## config.mk

```make
export PLATFORM = sky130hd
export DESIGN_NAME = melody_sequencer
export DESIGN_NICKNAME = d
export VERILOG_FILES = /design/src/rtl/melody_sequencer.sv
export SDC_FILE = /design/constraint.sdc
export NUM_CORES = 1
export LEC_CHECK = 0
export ABC_AREA = 1
export BUFFER_PORTS_ARGS = -buffer_cell sky130_fd_sc_hd__buf_2
export CAP_MARGIN = 40
export CORE_MARGIN = 1.5
export CORE_UTILIZATION = 35
export DETAILED_ROUTE_END_ITERATION = 8
export GPL_ROUTABILITY_DRIVEN = 0
export GPL_TIMING_DRIVEN = 0
export REMOVE_ABC_BUFFERS = 1
export SLEW_MARGIN = 10
export SYNTH_ARGS = -nofsm -noshare
export SYNTH_HDL_FRONTEND = slang
export SYNTH_SLANG_ARGS = --single-unit
```

## constraint.sdc

```tcl
create_clock -name clk -period 2.18 [get_ports clk]
set_input_delay 0.436 -clock clk [delete_from_list [all_inputs] [get_ports clk]]
set_output_delay 0.436 -clock clk [all_outputs]
set_load 0.02 [all_outputs]
```

## src/rtl/melody_sequencer.sv

```systemverilog
// melody_sequencer: walks a fixed note ROM, holding each entry's {wave, note} for dur beats.
// Build macro MELODY_GAP_EN mutes the last BEAT_CYCLES/8 cycles of every note for articulation.
module melody_sequencer #(
    parameter int unsigned BEAT_CYCLES = 25_000_000,
    parameter int unsigned SONG_LEN    = 16
) (
    input  logic       clk,
    input  logic       reset,
    input  logic       start,
    input  logic       stop,
    input  logic       loop_en,
    input  logic       wave_sel,
    output logic [5:0] select,
    output logic       mute,
    output logic       busy,
    output logic [4:0] step,
    output logic       done,
    output logic [1:0] dbg_state_o
);
    typedef enum logic [1:0] {
        S_IDLE  = 2'd0,
        S_FETCH = 2'd1,
        S_PLAY  = 2'd2
    } state_t;

    localparam logic [4:0]  REST_NOTE = 5'd31;
    localparam logic [5:0]  SONG_END  = 6'(SONG_LEN);
    localparam logic [31:0] BEAT_LAST = 32'(BEAT_CYCLES - 1);
`ifdef MELODY_GAP_EN
    localparam logic [31:0] GAP_START = 32'(BEAT_CYCLES - BEAT_CYCLES / 8);
`endif

    state_t      state_q, state_d;
    logic [5:0]  addr_q, addr_d;
    logic [5:0]  select_q, select_d;
    logic        mute_q, mute_d;
    logic        busy_q, busy_d;
    logic [4:0]  step_q, step_d;
    logic        done_q, done_d;
    logic [31:0] beat_cnt_q, beat_cnt_d;
    logic [2:0]  beats_left_q, beats_left_d;
    logic        rest_q, rest_d;

    logic [7:0]  rom_word;
    logic [4:0]  rom_note;
    logic [2:0]  rom_dur;
    logic        song_end;

    // ROM entry layout is {note[4:0], dur[2:0]}; dur 0 marks the end of the song.
    always_comb begin
        case (addr_q)
            6'd0:    rom_word = {5'd0,  3'd1};
            6'd1:    rom_word = {5'd2,  3'd1};
            6'd2:    rom_word = {5'd4,  3'd1};
            6'd3:    rom_word = {5'd5,  3'd1};
            6'd4:    rom_word = {5'd7,  3'd1};
            6'd5:    rom_word = {5'd9,  3'd1};
            6'd6:    rom_word = {5'd11, 3'd1};
            6'd7:    rom_word = {5'd12, 3'd1};
            6'd8:    rom_word = {REST_NOTE, 3'd2};
            6'd9:    rom_word = {5'd12, 3'd4};
            default: rom_word = 8'h00;
        endcase
    end

    assign rom_note = rom_word[7:3];
    assign rom_dur  = rom_word[2:0];
    assign song_end = (rom_dur == 3'd0) || (addr_q >= SONG_END);

    always_comb begin
        state_d      = state_q;
        addr_d       = addr_q;
        select_d     = select_q;
        mute_d       = mute_q;
        busy_d       = busy_q;
        step_d       = step_q;
        done_d       = 1'b0;
        beat_cnt_d   = beat_cnt_q;
        beats_left_d = beats_left_q;
        rest_d       = rest_q;

        // stop overrides everything, including a simultaneous start
        if (stop) begin
            state_d      = S_IDLE;
            addr_d       = '0;
            mute_d       = 1'b1;
            busy_d       = 1'b0;
            beat_cnt_d   = '0;
            beats_left_d = '0;
        end else begin
            case (state_q)
                S_IDLE: begin
                    mute_d = 1'b1;
                    busy_d = 1'b0;
                    if (start) begin
                        state_d = S_FETCH;
                        addr_d  = '0;
                        busy_d  = 1'b1;
                    end
                end
                S_FETCH: begin
                    if (!song_end) begin
                        state_d      = S_PLAY;
                        select_d     = {wave_sel, rom_note};
                        step_d       = addr_q[4:0];
                        beat_cnt_d   = '0;
                        beats_left_d = rom_dur;
                        rest_d       = (rom_note == REST_NOTE);
                        mute_d       = (rom_note == REST_NOTE);
                    end else if (loop_en) begin
                        addr_d = '0;
                    end else begin
                        state_d = S_IDLE;
                        addr_d  = '0;
                        busy_d  = 1'b0;
                        mute_d  = 1'b1;
                        done_d  = 1'b1;
                    end
                end
                S_PLAY: begin
                    mute_d = rest_q;
                    if (beat_cnt_q == BEAT_LAST) begin
                        beat_cnt_d   = '0;
                        beats_left_d = beats_left_q - 3'd1;
                        if (beats_left_q == 3'd1) begin
                            state_d = S_FETCH;
                            addr_d  = addr_q + 6'd1;
                        end
                    end else begin
                        beat_cnt_d = beat_cnt_q + 32'd1;
                    end
                end
                default: begin
                    state_d = S_IDLE;
                end
            endcase
        end

`ifdef MELODY_GAP_EN
        // mute is registered, so the gap is decided from the counter values about to be loaded
        if (state_d == S_PLAY) begin
            mute_d = rest_d || ((beats_left_d == 3'd1) && (beat_cnt_d >= GAP_START));
        end
`endif
    end

    always_ff @(posedge clk) begin
        if (reset) begin
            state_q      <= S_IDLE;
            addr_q       <= '0;
            select_q     <= '0;
            mute_q       <= 1'b1;
            busy_q       <= 1'b0;
            step_q       <= '0;
            done_q       <= 1'b0;
            beat_cnt_q   <= '0;
            beats_left_q <= '0;
            rest_q       <= 1'b0;
        end else begin
            state_q      <= state_d;
            addr_q       <= addr_d;
            select_q     <= select_d;
            mute_q       <= mute_d;
            busy_q       <= busy_d;
            step_q       <= step_d;
            done_q       <= done_d;
            beat_cnt_q   <= beat_cnt_d;
            beats_left_q <= beats_left_d;
            rest_q       <= rest_d;
        end
    end

    assign select      = select_q;
    assign mute        = mute_q;
    assign busy        = busy_q;
    assign step        = step_q;
    assign done        = done_q;
    assign dbg_state_o = state_q;

endmodule

```

* Word level (Yosys, flattened, before mapping)
Memory sizes are Yosys's and may differ from the RTL's. A register that Yosys moved wholly into a read port is not among the register bits. Index checks and enable logic that the tools add are counted.
Cells by class: add/sub/neg operators 3, multiply operators 0, divide/modulo/power cells 0, magnitude comparators 1, eq/ne operators 12, shifts and indexed selects 0, mux-type cells 28, bitwise operators 3, reductions and logical operators 16
Operators by type and width (count):
- 2-to-1 mux 32 bit | 2
- case mux 32 bit (2 select lines) | 1
- adder 32 x 1 -> 32 bit (second input constant) | 1
- == test 32 x 25 -> 1 bit (second input constant) | 1
- 2-to-1 mux 6 bit | 4
- case mux 6 bit (3 select lines) | 1
- inequality test 2 bit (second input constant) | 6
- 2-to-1 mux 2 bit | 5
- AND reduction 3 bit | 3
- 2-to-1 mux 4 bit | 2
- 2-to-1 mux 8 bit | 1
- adder 6 x 1 -> 6 bit (second input constant) | 1
- >= comparator 6 x 5 -> 1 bit (second input constant) | 1
- 2-to-1 mux 1 bit | 6
- 2-to-1 mux 3 bit | 2
- case mux 2 bit (3 select lines) | 1
- case mux 3 bit (2 select lines) | 1
- == test 5 bit (second input constant) | 1
- AND reduction 5 bit | 1
- logical NOT 2 bit | 2
- AND reduction 2 bit | 2
- AND reduction 4 bit | 1
- nonzero test 2 bit | 2
- OR reduction 4 bit | 1
- other kinds (12) | 14
Word-level totals: register bits 58, latch bits 0, RAM bits 0, bits in read-only memories 128, bits of input ports 6, output and inout port bits 16, word-level logic and storage cells 74, memories kept 1
Memories:
- (no name shown) | depth 16, bits a word 8, read ports 1, clocked after Yosys merged registers in 1, wr ports 0, line 51 | case (addr_q)

* Logic depth before layout (Yosys ltp)
Gate-level depths: netlist (run 1).
depth after elaboration 8, mapped depth 17, mapped depth without buffers 17

* Least setup slack after synthesis (run 1)
No wires, ideal clock.
kind register to register, start reg state_q[0] (netlist: dbg_state_o[0]), end reg with a tool-made name, library setup time 120 ps, data arrival time 2062 ps, required time 2060 ps, path slack -2 ps, stages on the path, launching flop included 12, buffers on the path 1, clock period less this slack 2182 ps, cell sequence dfxtp_1 > inv_1 > ha_1 > buf_2 > o21ai_1 > nand3_4 > nand2_1 > nand3_1 > ha_1 > inv_1 > nor2_1 > o21ai_1
RTL lines:
- start: declaration | line 33 | state_t state_q, state_d;
- start signal: assignment | line 160 | state_q <= state_d;

==> impl_results.md, run 1 <==
- Minimum clock period: 2.03 ns
- Final Hold Vio Count: 0
- Ports: 22
- RSZ-0062 raised after global routing: true
- CTS Root Cell: clkbuf_8
- Die Span Y: 102 microns
- Via count: 3184
- Detailed Place HPWL: 5590 microns
- Most common cell after layout, fill and taps aside: nand2_1
- Worst-margin pin slew: 0.781 ns
- Largest net degree at the start of global routing: 20
- Total Power: 2.58 mW
- Synth area leaders: dfxtp_1, nand2_1, inv_1
- Crit-path max FO: 6
- Slew headroom: 47.8%
- Global-route wire length before repair: 13300 microns
- First-iteration detailed-routing DRC count: 113
- Share of the synthesized area in the top cell type: 37.6%
- Post-synthesis cell type count: 35
- Final Util: 42.1%
- CP Data Required Time: 2.41 ns
- CTS buffer count: 9
- Finish-stage setup viols: 0
- Syn Inst Count: 503
- Synthesized flop and latch total: 65
- Crit Path Category: flip-flop to flip-flop
- Clock transition at the registers of the reported paths: 0.08 ns
- Crit path launch: dbg_state_o[0]$_SDFFE_PP0P_
- Hold buffer count at CTS: 0
- Data arrival, critical path: 2.26 ns
- Reg2Reg Launch Point: dbg_state_o[0]$_SDFFE_PP0P_
- # nets final: 555
- Power Density: 634 nW/um^2
- Setup crit start kind: flip-flop
- Non-Filler Instances: 676
- CP Capture Type: flip-flop
- Hold wc startpoint: loop_en
- Die Footprint: 10500 sq um
- # diodes: 0
- Yosys warning total: 0
- Clk sinks: 65
- Place WS: -0.768 ns
- Number of global-route vias before repair: 2982
- Grt ovf: 0
- Final WS setup: 0.148 ns
- Buffers on Ports: 21
- Starting Density: 35.7%
- Initial antenna violation count: 0
- Met2 wire length: 3790 microns
- Total Routing Usage GR: 16.3%
- M1 wire length: 3790 microns
- Post-Route WL: 7930 microns
- Most frequent cells in the layout: nand2_1, inv_1, nor2_1
- CTS H-tree depth: 3
- Placed Instances: 648
- TritonCTS clock tree: built
- Max-slew violation count: 0
- Post-synthesis sequential area ratio: 37.6%
- Layout fillers: 1016
- Max IR drop VDD: 0.338 mV
- Core Region: 9680 sq um
- Vias/cell: 4.71
- Yosys top cell by area: dfxtp_1
- Die width: 102 microns
- Row count: 36
- Fmax: 492 MHz
- Share of cells above drive strength 1: 17.9%
- Area growth syn-to-layout: 17.6%
- Synth Cell Area: 3460 sq um
- Tcrit/Tclk final: 93.2%
- Leak: 1.62 nW
- Max-cap violations: 0
- Syn Area/Cell: 6.88 sq um
- Post-route ant nets: 0
- FF-to-FF setup slack: 0.15 ns
- First-pass DRT Iterations: 5
- Status: complete, no violations
- Clk_skew: 0.0138 ns
- Drc violations: 0
- CTS Buffer Depth: 2
- WL/cell: 11.7 microns
- Min-Delay Path Class: primary input to flip-flop
- Worst skew pair latency: 0.34 ns
- Max Used Layer: met4
- Met3 routed WL: 252 microns
power breakdown:
| group | leakage, nW | internal, mW | switching [mW] |
|---|---|---|---|
| logic | 0.996 | 0.105 | 0.195 |
| registers | 0.527 | 1.21 | 0.0204 |
| clock network | 0.0957 | 0.586 | 0.468 |
final cells by class:
cell class | count | area (sq um) | area share, %
Clock inverter | 2 | 37.5 | 0.922
Sequential cell | 65 | 1310 | 32.3
Inverter | 75 | 289 | 7.10
Multi-Input combinational cell | 354 | 1900 | 46.7
Clock buffer | 13 | 159 | 3.90
Tap cell | 133 | 166 | 4.09
Timing Repair Buffer | 34 | 206 | 5.07
final timing paths:
check | endpoint | cells past startpoint
worst max register to register | flip-flop | 14
worst min register to register | step[4]$_SDFFE_PP0P_ | 2
worst min-delay path | done$_SDFF_PP0_ | 2
worst max-delay path | flip-flop | 14
layer usage:
metal | track usage, % | vias up
met5 | 0 | -
met4 | 5.58 | 0
met3 | 3.28 | 9
met2 | 27.9 | 45
met1 | 20.4 | 1439
li1 | - | 1691
cells in the mapped netlist (all sizes together):
library cell    n
nand2         118
inv            74
nor2           69
dfxtp          65
a21oi          40
nand3          28
o21ai          23
nor3           22
nand4          19
ha             10
xor2           10
buf             7
or2             5
a31oi           3
clkbuf          3
a211oi          2
a31o            1
clkinv          1
nor3b           1
o22ai           1
o31ai           1
worst max-delay path, cell delays in order (launching register included):
cell	delay (ns)
dfxtp_4	0.36
inv_2	0.08
ha_2	0.17
inv_2	0.04
or2_2	0.28
nand2_2	0.09
a21oi_4	0.05
buf_6	0.12
buf_4	0.14
nand4_1	0.08
nand2_1	0.09
nand2_2	0.12
inv_1	0.07
nand3_1	0.13
o21ai_1	0.10
logic make-up after synthesis:
group / count (synthesis) / synth area share (%)
xor+xnor: 10 / 2.53
compound gates: 71 / 11.4
buf+inv: 85 / 9.83
fa+ha+maj: 10 / 3.61
flops: 65 / 37.6
simple gates: 262 / 35.1
stage by stage:
step           setup TNS, ns  area [sq um]  hold slack [ns]
2_1_floorplan         -0.745          3400            0.454
3_5_place_dp          -13.89          3680            0.440
6_report                   0          4070            0.332
5_1_grt              -0.0392          4070            0.328
4_1_cts                    0          3960            0.326
3_3_place_gp          -17.59          3670            0.425
what timing repair did:
item / CTS / global route
resized for setup: 13 / 22
hold endpoints to repair: 0 / 0
setup endpoints to repair: 48 / 33
gates cloned: 1 / 0
setup buffers: 5 / 7
pin swaps: 0 / 6
Note: power is estimated with default switching activity, not from simulation.
==> inputs of run 2 (changes only) <==
--- a/config.mk
+++ b/config.mk
@@ -10,9 +10,11 @@
 export CAP_MARGIN = 40
 export CORE_MARGIN = 1.5
 export CORE_UTILIZATION = 35
+export CTS_BUF_LIST = sky130_fd_sc_hd__clkbuf_4 sky130_fd_sc_hd__clkbuf_8
 export DETAILED_ROUTE_END_ITERATION = 8
 export GPL_ROUTABILITY_DRIVEN = 0
 export GPL_TIMING_DRIVEN = 0
+export PLACE_DENSITY_LB_ADDON = 0.15
 export REMOVE_ABC_BUFFERS = 1
 export SLEW_MARGIN = 10
 export SYNTH_ARGS = -nofsm -noshare
==> constraint.sdc (replaced) <==
create_clock -name clk -period 2 [get_ports clk]
set_input_delay 0.4 -clock clk [delete_from_list [all_inputs] [get_ports clk]]
set_output_delay 0.4 -clock clk [all_outputs]
set_load 0.02 [all_outputs]
==> impl_results.md, run 2 (synthesis gave the netlist of run 1 again) <==
- First-pass DRT Iterations: 6 (+1)
- CTS Buffer Depth: 2 (unchanged)
- Min-Delay Path Class: primary input to flip-flop
- Clock transition at the registers of the reported paths: 0.09 ns (about the same)
- Crit Path Category: flip-flop to flip-flop
- Internal power: 2.07 mW (+8.8%)
- Setup crit start kind: flip-flop
- Number of global-route vias before repair: 3011 (+0.97%)
- First-iteration detailed-routing DRC count: 105 (-7.1%)
- Crit-path max FO: 5 (-1)
- Data arrival, critical path: 2.27 ns (about the same)
- Fmax: 493 MHz (+0.17%)
- Status: complete, but fails checks
- Clk sinks: 65 (unchanged)
- Slew headroom: 41.4% (-6.3 points)
- Net Sw Frac: 29.5% (+3.1 points)
- Area occupied by multi-input gates: 2030 sq um (+6.7%)
- CP Data Required Time: 2.24 ns (-0.17 ns)
- Power Density: 684 nW/um^2 (+7.8%)
- Layout fillers: 1005 (-1.1%)
- Row count: 36 (unchanged)
- Finished Cell Area: 4290 sq um (+5.3%)
- Vias/cell: 4.77 (+1.2%)
- FF-to-FF setup slack: -0.03 ns (-0.18 ns)
- Starting Density: 35.7% (unchanged)
- Hold buffer count at CTS: 0 (unchanged)
- Detailed Place HPWL: 5780 microns (+3.4%)
- Max IR drop VDD: 0.448 mV (+33%)
- Max-slew violation count: 0 (unchanged)
- CTS Root Cell: clkbuf_8
- Ports: 22 (unchanged)
- Tcrit/Tclk final: 101% (+8.2 points)
- Cell Area, Placed: 3680 sq um (unchanged)
- Share of cells above drive strength 1: 23.0% (+5.2 points)
- Worst path slowest cell: dfxtp_4
- RSZ-0062 raised after global routing: true
- # diodes: 0 (unchanged)
- Hold wc startpoint: loop_en
- Drc violations: 0 (unchanged)
- Clk_skew: 0.0146 ns (+0.000855 ns)
- Worst skew pair latency: 0.35 ns (about the same)
- Crit path launch: dbg_state_o[0]$_SDFFE_PP0P_
- Register area: 1320 sq um (about the same)
- TritonCTS clock tree: built
- WL/cell: 12.3 microns (+4.8%)
- Grt ovf: 0 (unchanged)
- Hold_ws: 0.270 ns (-0.0615 ns)
- Net switching power: 0.865 mW (+27%)
- Core Region: 9680 sq um (unchanged)
- Via count: 3261 (+2.4%)
- Finish-stage setup viols: 2 (+2)
- Leak: 1.69 nW (+4.6%)
- Max-cap violations: 0 (unchanged)
- Critical-path cell list: inv_4 -> ha_4 -> inv_2 -> or2_4 -> nand2_2 -> a21oi_4 -> buf_12 -> nand4_1 -> nand2_2 -> nand2_4 -> ha_4 -> inv_1 -> nor2_1 -> o21ai_1
- Clk pwr share: 40.9% (about the same)
- Worst-margin pin slew: 0.876 ns (+0.0949 ns)
- Final Util: 44.3% (+2.2 points)
- Minimum clock period: 2.03 ns (-0.00342 ns)
- Logic pwr share: 13.4% (+1.8 points)
- # nets final: 562 (+1.3%)
- Area growth syn-to-layout: 23.8%
- Die Footprint: 10500 sq um (unchanged)
- Reg2Reg Launch Point: dbg_state_o[0]$_SDFFE_PP0P_
- Initial antenna violation count: 0 (unchanged)
- Die width: 102 microns (unchanged)
- Largest net degree at the start of global routing: 20 (unchanged)
- Die Span Y: 102 microns (unchanged)
- Final Hold Vio Count: 0 (unchanged)
- Final WS setup: -0.0286 ns (-0.177 ns)
- Failing checks: setup timing
- CTS buffer count: 9 (unchanged)
- Post-route ant nets: 0 (unchanged)
- Most common cell after layout, fill and taps aside: nand2_1
- Most frequent cells in the layout: nand2_1, inv_1, nor2_1
- CTS H-tree depth: 3 (unchanged)
- Global-route wire length before repair: 14000 microns (+5.0%)
- Post-Route WL: 8410 microns (+6.1%)
- Total Routing Usage GR: 17.3% (+1.0 points)
- Setup TNS: -0.0352 ns (-0.0352 ns)
- Buffers on Ports: 21 (unchanged)
- Max incr delay on CP: 0.41 ns (+0.05 ns)
- Power share of the sequential group: 45.7% (-1.8 points)
- CP Capture Type: flip-flop
==> run 2: cell types whose count changed in the layout (fill, tap and decap cells not counted), moves of 3 or more <==
cell     delta
ha_4        +3
nand2_2     +4
dfxtp_2     +7
dfxtp_1     -5
nand2_1     -7
inv_8       +3
buf_4       +6
==> run 2: path summary, 6_finish.rpt <==
path,to,cells after the start
max reg2reg,flip-flop,14
min reg2reg,select[4]$_SDFFE_PP0P_,2
max,flip-flop,14
min,done$_SDFF_PP0_,2
==> run 2: power by group through the flow <==
stage	clock, mW	combinational, mW	sequential, mW
after detailed placement	0	0.264	1.37
after global placement	0	0.263	1.36
final	1.20	0.393	1.34
after global routing	1.30	0.431	1.34
after floorplan	0	0.182	1.37
after CTS	1.23	0.368	1.34
==> run 2: worst max-delay path, delay by kind of cell, from the launching register on <==
kind	cells	cell delay, ns
flops	1	0.41
compound gates	2	0.27
simple gates	6	0.53
buf+inv	4	0.28
fa+ha+maj	2	0.41
==> run 2: what timing repair did <==
| item | in CTS | in global routing |
|---|---|---|
| buffers inserted | 17 | 2 |
| gates resized for setup | 42 | 25 |
| endpoints found under the setup margin | 50 | 22 |
| pin swaps | 13 | 8 |
| gates cloned | 1 | 0 |
==> run 2: area by class of cell <==
class / instances / area share, %
Clock buffer: 9 / 2.89
Clock inverter: 7 / 1.98
Inverter: 75 / 6.92
Multi-Input combinational cell: 354 / 47.3
Sequential cell: 65 / 30.7
Tap cell: 133 / 3.88
Timing Repair Buffer: 41 / 6.33
==> run 2: per-layer routing <==
metal  vias up  track usage [%]  share of wire, %
met5         -                0                 0
met4         0             5.69               1.8
met3        15             4.51               2.9
met2        48             28.7                47
met1      1480             22.0                48
li1       1718                -                 -
==> run 2: through the flow <==
stage	std cells	total power, mW	setup WS, ns
after floorplan	493	1.55	-0.307
after global placement	647	1.63	-1.07
after detailed placement	648	1.63	-1.00
after CTS	682	2.93	-0.0171
after global routing	684	3.07	-0.151
final	684	2.93	-0.0286
==> inputs of run 3 (changes only) <==
--- a/config.mk
+++ b/config.mk
@@ -16,6 +16,7 @@
 export GPL_TIMING_DRIVEN = 0
 export PLACE_DENSITY_LB_ADDON = 0.15
 export REMOVE_ABC_BUFFERS = 1
+export SETUP_SLACK_MARGIN = 0.1
 export SLEW_MARGIN = 10
 export SYNTH_ARGS = -nofsm -noshare
 export SYNTH_HDL_FRONTEND = slang
==> impl_results.md, run 3 (synthesis gave the netlist of run 1 again) <==
- Fmax: 494 MHz (+0.30%)
- Crit-path max FO: 4 (-1)
- Max-slew violation count: 0 (unchanged)
- Finished Cell Area: 4780 sq um (+12%)
- Die Footprint: 10500 sq um (unchanged)
- RSZ-0062 raised after global routing: true
- Post-Route WL: 9110 microns (+8.3%)
- Initial antenna violation count: 0 (unchanged)
- Grt ovf: 0 (unchanged)
- Vias/cell: 4.74 (-0.52%)
- Starting Density: 35.7% (unchanged)
- Die Span Y: 102 microns (unchanged)
- Clk_skew: 0.0176 ns (+0.00298 ns)
- Detailed Place HPWL: 5780 microns (unchanged)
- Hold_ws: 0.267 ns (-0.00317 ns)
- Place WS: -1.00 ns (unchanged)
- Post-route ant nets: 0 (unchanged)
- Via count: 3429 (+5.2%)
- Status: complete, but fails checks
- Final Util: 49.4% (+5.1 points)
- CP Data Required Time: 2.25 ns (about the same)
- Worst-margin pin slew: 0.888 ns (+0.0120 ns)
- Die width: 102 microns (unchanged)
- First-pass DRT Iterations: 4 (-2)
- CTS H-tree depth: 3 (unchanged)
- Global-route wire length before repair: 14300 microns (+2.4%)
- Clock transition at the registers of the reported paths: 0.09 ns (about the same)
- Final WS setup: -0.0226 ns (+0.00603 ns)
- Total Power: 3.04 mW (+3.6%)
- Leak: 1.92 nW (+13%)
- Min-Delay Path Class: primary input to flip-flop
- CTS Root Cell: clkbuf_8
- Data arrival, critical path: 2.27 ns (about the same)
- Finish-stage setup viols: 1 (-1)
- Tcrit/Tclk final: 101% (-0.30 points)
- Largest net degree at the start of global routing: 20 (unchanged)
- CP Capture Type: flip-flop
- Layout fillers: 970 (-3.5%)
- Drc violations: 0 (unchanged)
- Most common cell after layout, fill and taps aside: nand2_1
- Core Region: 9680 sq um (unchanged)
- Share of cells above drive strength 1: 33.9% (+11 points)
- First-iteration detailed-routing DRC count: 145 (+38%)
- Worst skew pair latency: 0.36 ns (about the same)
- Row count: 36 (unchanged)
- # diodes: 0 (unchanged)
- Cell Area, Placed: 3680 sq um (unchanged)
- Minimum clock period: 2.02 ns (-0.00603 ns)
- Area growth syn-to-layout: 38.1%
- Max-cap violations: 0 (unchanged)
- Clk sinks: 65 (unchanged)
- Power Density: 635 nW/um^2 (-7.1%)
- WL/cell: 12.6 microns (+2.4%)
- # nets final: 601 (+6.9%)
- TritonCTS clock tree: built
- Most frequent cells in the layout: nand2_1, inv_1, nor2_1
- Total Routing Usage GR: 17.6% (+0.27 points)
- Setup crit start kind: flip-flop
- Number of global-route vias before repair: 3078 (+2.2%)
- Max IR drop VDD: 0.452 mV (+0.71%)
- Buffers on Ports: 21 (unchanged)
- CTS buffer count: 9 (unchanged)
- Slew headroom: 40.6% (-0.80 points)
- Ports: 22 (unchanged)
- Failing checks: setup timing
- Final Hold Vio Count: 0 (unchanged)
- Crit Path Category: flip-flop to flip-flop
- CTS Buffer Depth: 2 (unchanged)
[run 3: cell types whose count changed in the layout (fill, tap and decap cells not counted), sizes merged]
cell      change
buf          +39
clkinvlp      +1
clkinv        -1
[run 3: final timing paths]
kind,start,endpoint,slack (ns),depth (start not counted)
setup / recovery,dbg_state_o[0]$_SDFFE_PP0P_,flip-flop,-0.02,14
hold reg to reg,select[4]$_SDFFE_PP0P_,select[4]$_SDFFE_PP0P_,0.46,2
hold / removal,loop_en,done$_SDFF_PP0_,0.27,2
setup reg to reg,dbg_state_o[0]$_SDFFE_PP0P_,flip-flop,-0.02,14
[run 3: cell type report]
class | count | area (sq um) | area share [%]
clock inverter | 7 | 85.1 | 1.78
sequential | 65 | 1320 | 27.7
timing repair buffer | 80 | 594 | 12.4
inverter | 75 | 307 | 6.41
multi-input combinational | 354 | 2180 | 45.7
clock buffer | 9 | 124 | 2.59
tap | 133 | 166 | 3.48
[run 3: where the power goes]
part	switching [mW]	total, mW	internal, mW
clock	0.603	1.20	0.601
combinational	0.278	0.495	0.217
sequential	0.0216	1.34	1.32
[run 3: per-stage QoR]
stage | cells | setup TNS (ns)
after floorplan | 493 | -3.35
after global placement | 647 | -25.94
after detailed placement | 648 | -23.51
after CTS | 689 | 0
after global routing | 723 | -1.01
final | 723 | -0.0226
[run 3: layer usage]
layer | track usage, % | routed length (microns)
met2 | 29.6 | 4450
met3 | 4.51 | 224
met5 | 0 | 0
met1 | 22.2 | 4300
met4 | 5.16 | 140
[run 3: critical path, cell delays in order, from the launching register on]
cell     delay, ns
dfxtp_4       0.38
inv_4         0.04
ha_4          0.15
inv_2         0.06
or2_4         0.12
nand2_4       0.05
a21oi_4       0.20
buf_12        0.14
nand4_1       0.10
nand2_2       0.14
nand2_4       0.07
ha_4          0.26
inv_2         0.02
nor2_1        0.08
o21ai_1       0.09
[run 3: what timing repair did]
item	CTS	global route
pin swaps	21	30
gates cloned	1	0
setup endpoints to repair	58	34
setup buffers	24	34
hold buffers	0	0
gates resized for setup	58	73
